$ cat src/rtl/actor_handshake_responder.sv
// Trigger-driven streaming copy actor: bounded FIFO-to-FIFO burst per ap_start.
// Optional firing/invocation counters are enabled with ACTOR_FIRING_COUNTER_EN.
module actor_handshake_responder #(
  parameter int DATA_W      = 32,
  parameter int MAX_FIRINGS = 16
) (
  input  logic              ap_clk,
  input  logic              ap_rst_n,
  input  logic              ap_start,
  output logic              ap_done,
  output logic              ap_ready,
  output logic              ap_idle,
  output logic [31:0]       ap_return,
  input  logic [DATA_W-1:0] in_dout,
  input  logic              in_empty_n,
  output logic              in_read,
  output logic [DATA_W-1:0] out_din,
  input  logic              out_full_n,
  output logic              out_write
`ifdef ACTOR_FIRING_COUNTER_EN
  ,
  output logic [31:0]       firing_total,
  output logic [31:0]       invocation_total
`endif
);

  localparam int CW = $clog2(MAX_FIRINGS + 1);
  localparam logic [CW-1:0] MAX_C = CW'(MAX_FIRINGS);

  // TriggerTypes encoding shared with the trigger.
  localparam logic [31:0] RET_IDLE     = 32'd0;
  localparam logic [31:0] RET_EXECUTED = 32'd1;
  localparam logic [31:0] RET_CONTINUE = 32'd2;
  localparam logic [31:0] RET_WAIT     = 32'd3;

  typedef enum logic [1:0] {
    S_IDLE,
    S_FIRE,
    S_DONE
  } state_t;

  state_t        state, state_nxt;
  logic [CW-1:0] count, count_nxt;
  logic [31:0]   ret_q, ret_nxt;
  logic [31:0]   ret_code;
  logic          fire;

  always_comb begin
    fire = (state == S_FIRE) & in_empty_n & out_full_n
         & (count < MAX_C);
  end

  // Budget exhaustion only means CONTINUE if work is still queued.
  always_comb begin
    ret_code = RET_WAIT;
    if ((count == MAX_C) && in_empty_n)
      ret_code = RET_CONTINUE;
    else if (count != '0)
      ret_code = RET_EXECUTED;
    else if (!in_empty_n)
      ret_code = RET_IDLE;
  end

  always_comb begin
    state_nxt = state;
    count_nxt = count;
    ret_nxt   = ret_q;
    unique case (state)
      S_IDLE: begin
        if (ap_start) begin
          state_nxt = S_FIRE;
          count_nxt = '0;
        end
      end
      S_FIRE: begin
        if (fire) begin
          count_nxt = count + CW'(1);
        end else begin
          ret_nxt   = ret_code;
          state_nxt = S_DONE;
        end
      end
      S_DONE: begin
        state_nxt = S_IDLE;
      end
      default: begin
        state_nxt = S_IDLE;
      end
    endcase
  end

  always_ff @(posedge ap_clk or negedge ap_rst_n) begin
    if (!ap_rst_n) begin
      state <= S_IDLE;
      count <= '0;
      ret_q <= RET_IDLE;
    end else begin
      state <= state_nxt;
      count <= count_nxt;
      ret_q <= ret_nxt;
    end
  end

  always_comb begin
    ap_done   = (state == S_DONE);
    ap_ready  = ap_done;
    ap_idle   = (state == S_IDLE);
    ap_return = ret_q;
    in_read   = fire;
    out_write = fire;
    out_din   = fire ? in_dout : '0;
  end

`ifdef ACTOR_FIRING_COUNTER_EN
  always_ff @(posedge ap_clk or negedge ap_rst_n) begin
    if (!ap_rst_n) begin
      firing_total     <= '0;
      invocation_total <= '0;
    end else begin
      if (fire && (firing_total != '1))
        firing_total <= firing_total + 32'd1;
      if (ap_done && (invocation_total != '1))
        invocation_total <= invocation_total + 32'd1;
    end
  end
`endif

endmodule

$ cat config.mk
export PLATFORM = sky130hd
export DESIGN_NAME = actor_handshake_responder
export DESIGN_NICKNAME = d
export VERILOG_FILES = /design/src/rtl/actor_handshake_responder.sv
export SDC_FILE = /design/constraint.sdc
export NUM_CORES = 1
export LEC_CHECK = 0
export ABC_AREA = 1
export BUFFER_PORTS_ARGS = -buffer_cell sky130_fd_sc_hd__buf_2
export CORE_AREA = 2 2 61 52
export DETAILED_ROUTE_END_ITERATION = 10
export DIE_AREA = 0 0 63 54
export PLACE_DENSITY = 0.82
export SLEW_MARGIN = 20
export SYNTH_ARGS = -nofsm -noshare
export SYNTH_HDL_FRONTEND = slang
export SYNTH_SLANG_ARGS = --single-unit
$ cat constraint.sdc
create_clock -name ap_clk -period 2.4 [get_ports ap_clk]
set_input_delay 0.48 -clock ap_clk [delete_from_list [all_inputs] [get_ports ap_clk]]
set_output_delay 0.48 -clock ap_clk [all_outputs]
set_load 0.02 [all_outputs]
==> results of run 1 <==
## sequential cells by signal, summed over array words and instances, names as in the netlist
name / count
ap_return: 2
count: 5
state: 2
## metal layers
metal | track usage, % | routed length (um) | vias to the layer above
met5 | 0 | 0 | -
met4 | 4.074 | 21 | 0
met3 | 5.439 | 226 | 4
met2 | 22.34 | 1200 | 49
met1 | 12.06 | 852 | 446
li1 | - | - | 528
## kinds of logic (layout without fill, tap and decap cells)
| kind of cell | count (synthesis) | count (layout) |
|---|---|---|
| adder cells (fa/ha/maj) | 2 | 2 |
| AO/OA/AOI/OAI | 2 | 2 |
| XOR/XNOR | 2 | 2 |
| flip-flops | 9 | 9 |
| other | 1 | 30 |
| AND/OR/NAND/NOR | 67 | 67 |
| buffers and inverters | 77 | 121 |
## where the power goes
part	total (mW)	leakage [nW]	internal [mW]	switching, mW
clock network	0.114	0.0150	0.0639	0.0503
registers	0.231	0.119	0.197	0.0341
logic	0.499	0.853	0.153	0.346
total	0.844	0.987	0.414	0.430
## cell usage in the layout (no fill, tap or decap), types with 2 or more instances in the layout
cell	count
dfrtp_1	9
nor2_1	35
nand2_1	25
inv_1	41
nand3_1	3
conb_1	30
ha_1	2
buf_2	75
clkbuf_4	3
## cell usage after synthesis
master	n	share of area (%)
o21ai_0	1	0.51
nor2_1	35	13
nand2_1	25	9.5
nand4_1	1	0.63
conb_1	1	0.38
buf_6	3	3.4
inv_1	41	16
inv_2	1	0.38
dfrtp_1	9	23
nor2_4	1	1.1
xnor2_1	1	0.89
ha_1	2	2.5
or2_2	1	0.63
nand3_2	1	1.0
o21a_1	1	0.76
nand3_1	3	1.5
xor2_1	1	0.89
buf_4	32	24
## metrics by stage
| stage | instances | setup WS, ns | hold WS (ns) |
|---|---|---|---|
| after floorplan | 189 | 0.5871 | 0.1844 |
| after global placement | 269 | 0.4562 | 0.3397 |
| after detailed placement | 269 | 0.4024 | 0.3444 |
| after CTS | 273 | 0.2368 | 0.06425 |
| after global routing | 273 | 0.09423 | 0.05778 |
| final | 273 | 0.2728 | 0.05837 |
## critical path: cells and delay by family, from the launching register on
kind	cells	cell delay (ns)
buffers and inverters	3	0.49
DFF	1	0.37
and+or+nand+nor	3	0.51
## area by class of cell
cell class | instances | area share, %
timing repair buffer | 75 | 29.41
multi-input combinational | 103 | 34.61
tap | 40 | 3.922
sequential | 9 | 17.65
inverter | 42 | 12.35
clock buffer | 4 | 2.059
## path summary, 6_finish.rpt
path                       slack, ns           end  depth (start not counted)         start
setup / recovery                0.27   out_din[27]                          6      state[1]
hold / removal                  0.06      count[3]                          1      ap_rst_n
setup reg to reg                1.22      count[0]                          6      state[0]
hold reg to reg                 0.49  ap_return[0]                          2  ap_return[0]
max in group asynchronous       2.16      count[1]                          1      ap_rst_n
min in group ap_clk             0.49  ap_return[0]                          2  ap_return[0]
==> impl_metrics.toml, run 1 <==
[synth]
synthXorXnorAreaFrac_pct = 1.770
synth_cell_type_count = 18
synthAdderAreaFrac_pct = 2.528
synth_top_family_by_area = "buffers and inverters"
yosys_warnings = 0
postSynthCellCount = 160
synth_area_um2 = 989.7
synth_compound_area_share_pct = 1.264
yosys.area_share.simple_pct = 27.69
synth.mux.area_fraction_pct = 0
avgSynthCellArea_um2 = 6.186
ys_seq_area_share_pct = 22.76
ys_ff_latch = 9

[routing]
drtIter0Drc = 25
dr.pass1.iters = 4
wl_mm = 2.301
ant_nets = 0
viasPerCell = 3.762
vias = 1027
remaining_drc_errors = 0
routedWlPerCell_um = 8.429

[critical_path]
cp_slowest_cell = "dfrtp_1"
crit_type = "reg2out"
cp_max_fo = 32
start_kind = "register"
cp-end-kind = "output port"
critical-path-max-stage-delay_ns = 0.37
cp_cell_sequence = "inv_1 > nand2_1 > nor2_4 > inv_2 > nor2_1 > buf_2"
required_ns = 1.92
arrival_ns = 1.65

[global_routing]
grt_pass1_wl_mm = 3.153
grt-ovfl-total = 0
grt_pass1_vias = 746
grt_max_degree = 33
grt_antenna_before_repair = 0
track_usage_pct = 11.92

[die]
die_area_um2 = 3402
io_pins = 106
rows = 18
die_h_um = 54
die_w_um = 63
start_util_pct = 34.60
core_area_um2 = 2860

[power_and_ir_drop]
power_mw = 0.8439
pwr_density_cell_nw_per_um2 = 661.3
p_leak_nw = 0.9874
ir_worst_vdd_mv = 0.3508

[clocking]
path_clk_slew_ns = 0.06
clk_latency_ns = 0.26
cts_tree = "yes"
cts_setup_buffers = 0
cts_made_buffers = 3
hold_buffers = 0
clockRootBuffer = "clkbuf_4"
clk_path_buf_depth = 2
clock-sinks = 9
cts-htree-levels = 1
ctsResizeCount = 0

[timing]
fin_setup_tns_ns = 0
final-setup-viol-count = 0
rsz0062_at_grt = "no"
period_minus_slack_ns = 2.127
skew_ns = 0.004681
min_period_over_period_pct = 88.64
finalHoldViolations = 0
fmax_mhz = 470.1
slew_viol_final = 0

[layout]
area_growth_pct = 28.95
drive_gt1_share_pct = 35.19
final_util_pct = 44.62
regArea_um2 = 225.2
n_fill_cell = 309
multi_input_area_um2 = 441.7
fin_area_um2 = 1276
layout.nets = 273
n_antenna_cell = 0

[placement]
place_area_um2 = 1250
hpwl_mm = 1.930
gp_congestion = 0.7740
io_buffers = 75

[min_path]
hold_class = "in2async"

[job]
drv_cap = 0

[run_status]
status = "completed"
Note: power is estimated with default switching activity, not from simulation.
==> run 2, diff against run 1 <==
--- a/config.mk
+++ b/config.mk
@@ -10,7 +10,7 @@
 export CORE_AREA = 2 2 61 52
 export DETAILED_ROUTE_END_ITERATION = 10
 export DIE_AREA = 0 0 63 54
-export PLACE_DENSITY = 0.82
+export PLACE_DENSITY = 0.9
 export SLEW_MARGIN = 20
 export SYNTH_ARGS = -nofsm -noshare
 export SYNTH_HDL_FRONTEND = slang
==> constraint.sdc (replaced) <==
create_clock -name ap_clk -period 2.4 [get_ports ap_clk]
set_input_delay 0.36 -clock ap_clk [delete_from_list [all_inputs] [get_ports ap_clk]]
set_output_delay 0.36 -clock ap_clk [all_outputs]
set_load 0.02 [all_outputs]
==> run 2 against run 1 <==
Clock skew decreased by 0.0013 ns. Highest routed layer unchanged. Largest power group unchanged. Critical path type unchanged. Die area unchanged. Global-route usage decreased by 0.63 points.
==> impl_metrics.toml, run 2 (synthesis results as in run 1) <==
[layout]
final_common_cell = "buf_2"
layout.nets = 274
area_growth_pct = 29.96
drive_gt1_share_pct = 35.04
instances_no_fill = 274
n_antenna_cell = 0
fin_area_um2 = 1286
largest_reg_flops = 5
final_cell_mix = "75 x buf_2, 41 x inv_1, 35 x nor2_1, 30 x conb_1, 25 x nand2_1"
regMostFlops = "count"

[die]
io_pins = 106
core_area_um2 = 2860
die_w_um = 63
start_util_pct = 34.60
rows = 18
die_area_um2 = 3402
die_h_um = 54

[clocking]
cts_tree = "yes"
clk_latency_ns = 0.26
cts-htree-levels = 1
clock-sinks = 9
cts_made_buffers = 3
path_clk_slew_ns = 0.06
hold_buffers = 1
ctsResizeCount = 0
cts_setup_buffers = 0
clockRootBuffer = "clkbuf_4"
clk_path_buf_depth = 2

[critical_path]
cp_num_cells = 6
setup.worst_path.end = "out_din[26]"
cp_max_fo = 32
cp_slowest_cell = "dfrtp_1"
worst-path-buf-inv = 3
critical-path-max-stage-delay_ns = 0.37
required_ns = 2.04
cp_cell_sequence = "inv_1 > nand2_1 > nor2_4 > inv_2 > nor2_1 > buf_2"
start_kind = "register"
crit_type = "reg2out"
r2r_cells = 6
timing.rr.start = "count[0]"
critical_path.top_delay_family = "simple AND/OR/NAND/NOR gates"
arrival_ns = 1.62
reg2reg_slack_ns = 1.22
cp-end-kind = "output port"
startpoint = "state[1]"
r2r-end = "ap_return[1]"

[placement]
io_buffers = 75
place_area_um2 = 1250
dp_worst_setup_slack_ns = 0.6499
post-place-cells = 269
gp_congestion = 0.7819
hpwl_mm = 1.837

[job]
drv_cap = 0

[power_and_ir_drop]
pwr_density_cell_nw_per_um2 = 651.1
ir_worst_vdd_mv = 0.3827
p_leak_nw = 0.9916

[timing]
fmax_mhz = 503.9
skew_ns = 0.003371
whs_ns = 0.4234
slew_viol_final = 0
finalHoldViolations = 0
rsz0062_at_grt = "no"
setup_ws_ns = 0.4153
period_minus_slack_ns = 1.985
fin_setup_tns_ns = 0
final-setup-viol-count = 0
min_period_over_period_pct = 82.70

[routing]
wl_met3_um = 190
wl_met1_um = 848
dr.pass1.iters = 4
routed.top_layer = "met4"
vias = 1005
remaining_drc_errors = 0
dr_wl_met2_mm = 1.103
viasPerCell = 3.668
drtIter0Drc = 26
routedWlPerCell_um = 7.898
wl_mm = 2.164
ant_nets = 0

[global_routing]
grt_pass1_vias = 733
grt_pass1_wl_mm = 3.001
track_usage_pct = 11.29
grt-ovfl-total = 0
grt_max_degree = 33
grt_antenna_before_repair = 0

[min_path]
hold_class = "in2reg"
hold_depth = 3

[run_status]
status = "completed"
## run 2: cell types whose count changed in the layout (fill, tap and decap cells not counted), sizes merged
cell / previous run / this run
dlygate4sd3: 0 / 1
## run 2: routing by layer
layer | up-vias | global-route usage (%)
li1 | 534 | -
met1 | 424 | 12.09
met2 | 43 | 21.45
met3 | 4 | 3.975
met4 | 0 | 3.333
met5 | - | 0
## run 2: through the flow
stage	total power, mW	util, %
CTS	0.8510	44.97
floorplan	0.6373	-
detailed placement	0.7331	43.70
global route	0.9164	44.97
finish	0.8375	44.97
global placement	0.7156	43.70
## run 2: cell type report
cell class                 instances  area [um2]
clock buffer                       4       26.28
fill                             305        1574
inverter                          42       157.7
multi-input combinational        103       441.7
sequential                         9       225.2
tap                               40       50.05
timing repair buffer              76       385.4
## run 2: worst min-delay path by stage
stage / start / end / slack (ns)
after detailed placement: ap_rst_n / ap_return[0] / 0.22
after global placement: ap_rst_n / ap_return[0] / 0.22
after CTS: in_empty_n / ap_return[1] / 0.43
after global routing: in_empty_n / ap_return[1] / 0.48
after floorplan: ap_rst_n / ap_return[0] / 0.06
final: in_empty_n / ap_return[1] / 0.42
## run 2: power by group
group	total [mW]	leakage [nW]	internal (mW)	switching, mW
sequential	0.231	0.119	0.197	0.0339
clock	0.115	0.0150	0.0640	0.0513
combinational	0.492	0.858	0.152	0.340
total	0.837	0.992	0.413	0.425
## run 2: worst min-delay path, cell delays in order
cell	delay, ns
buf_2	0.12
nand2_1	0.06
o21ai_0	0.09
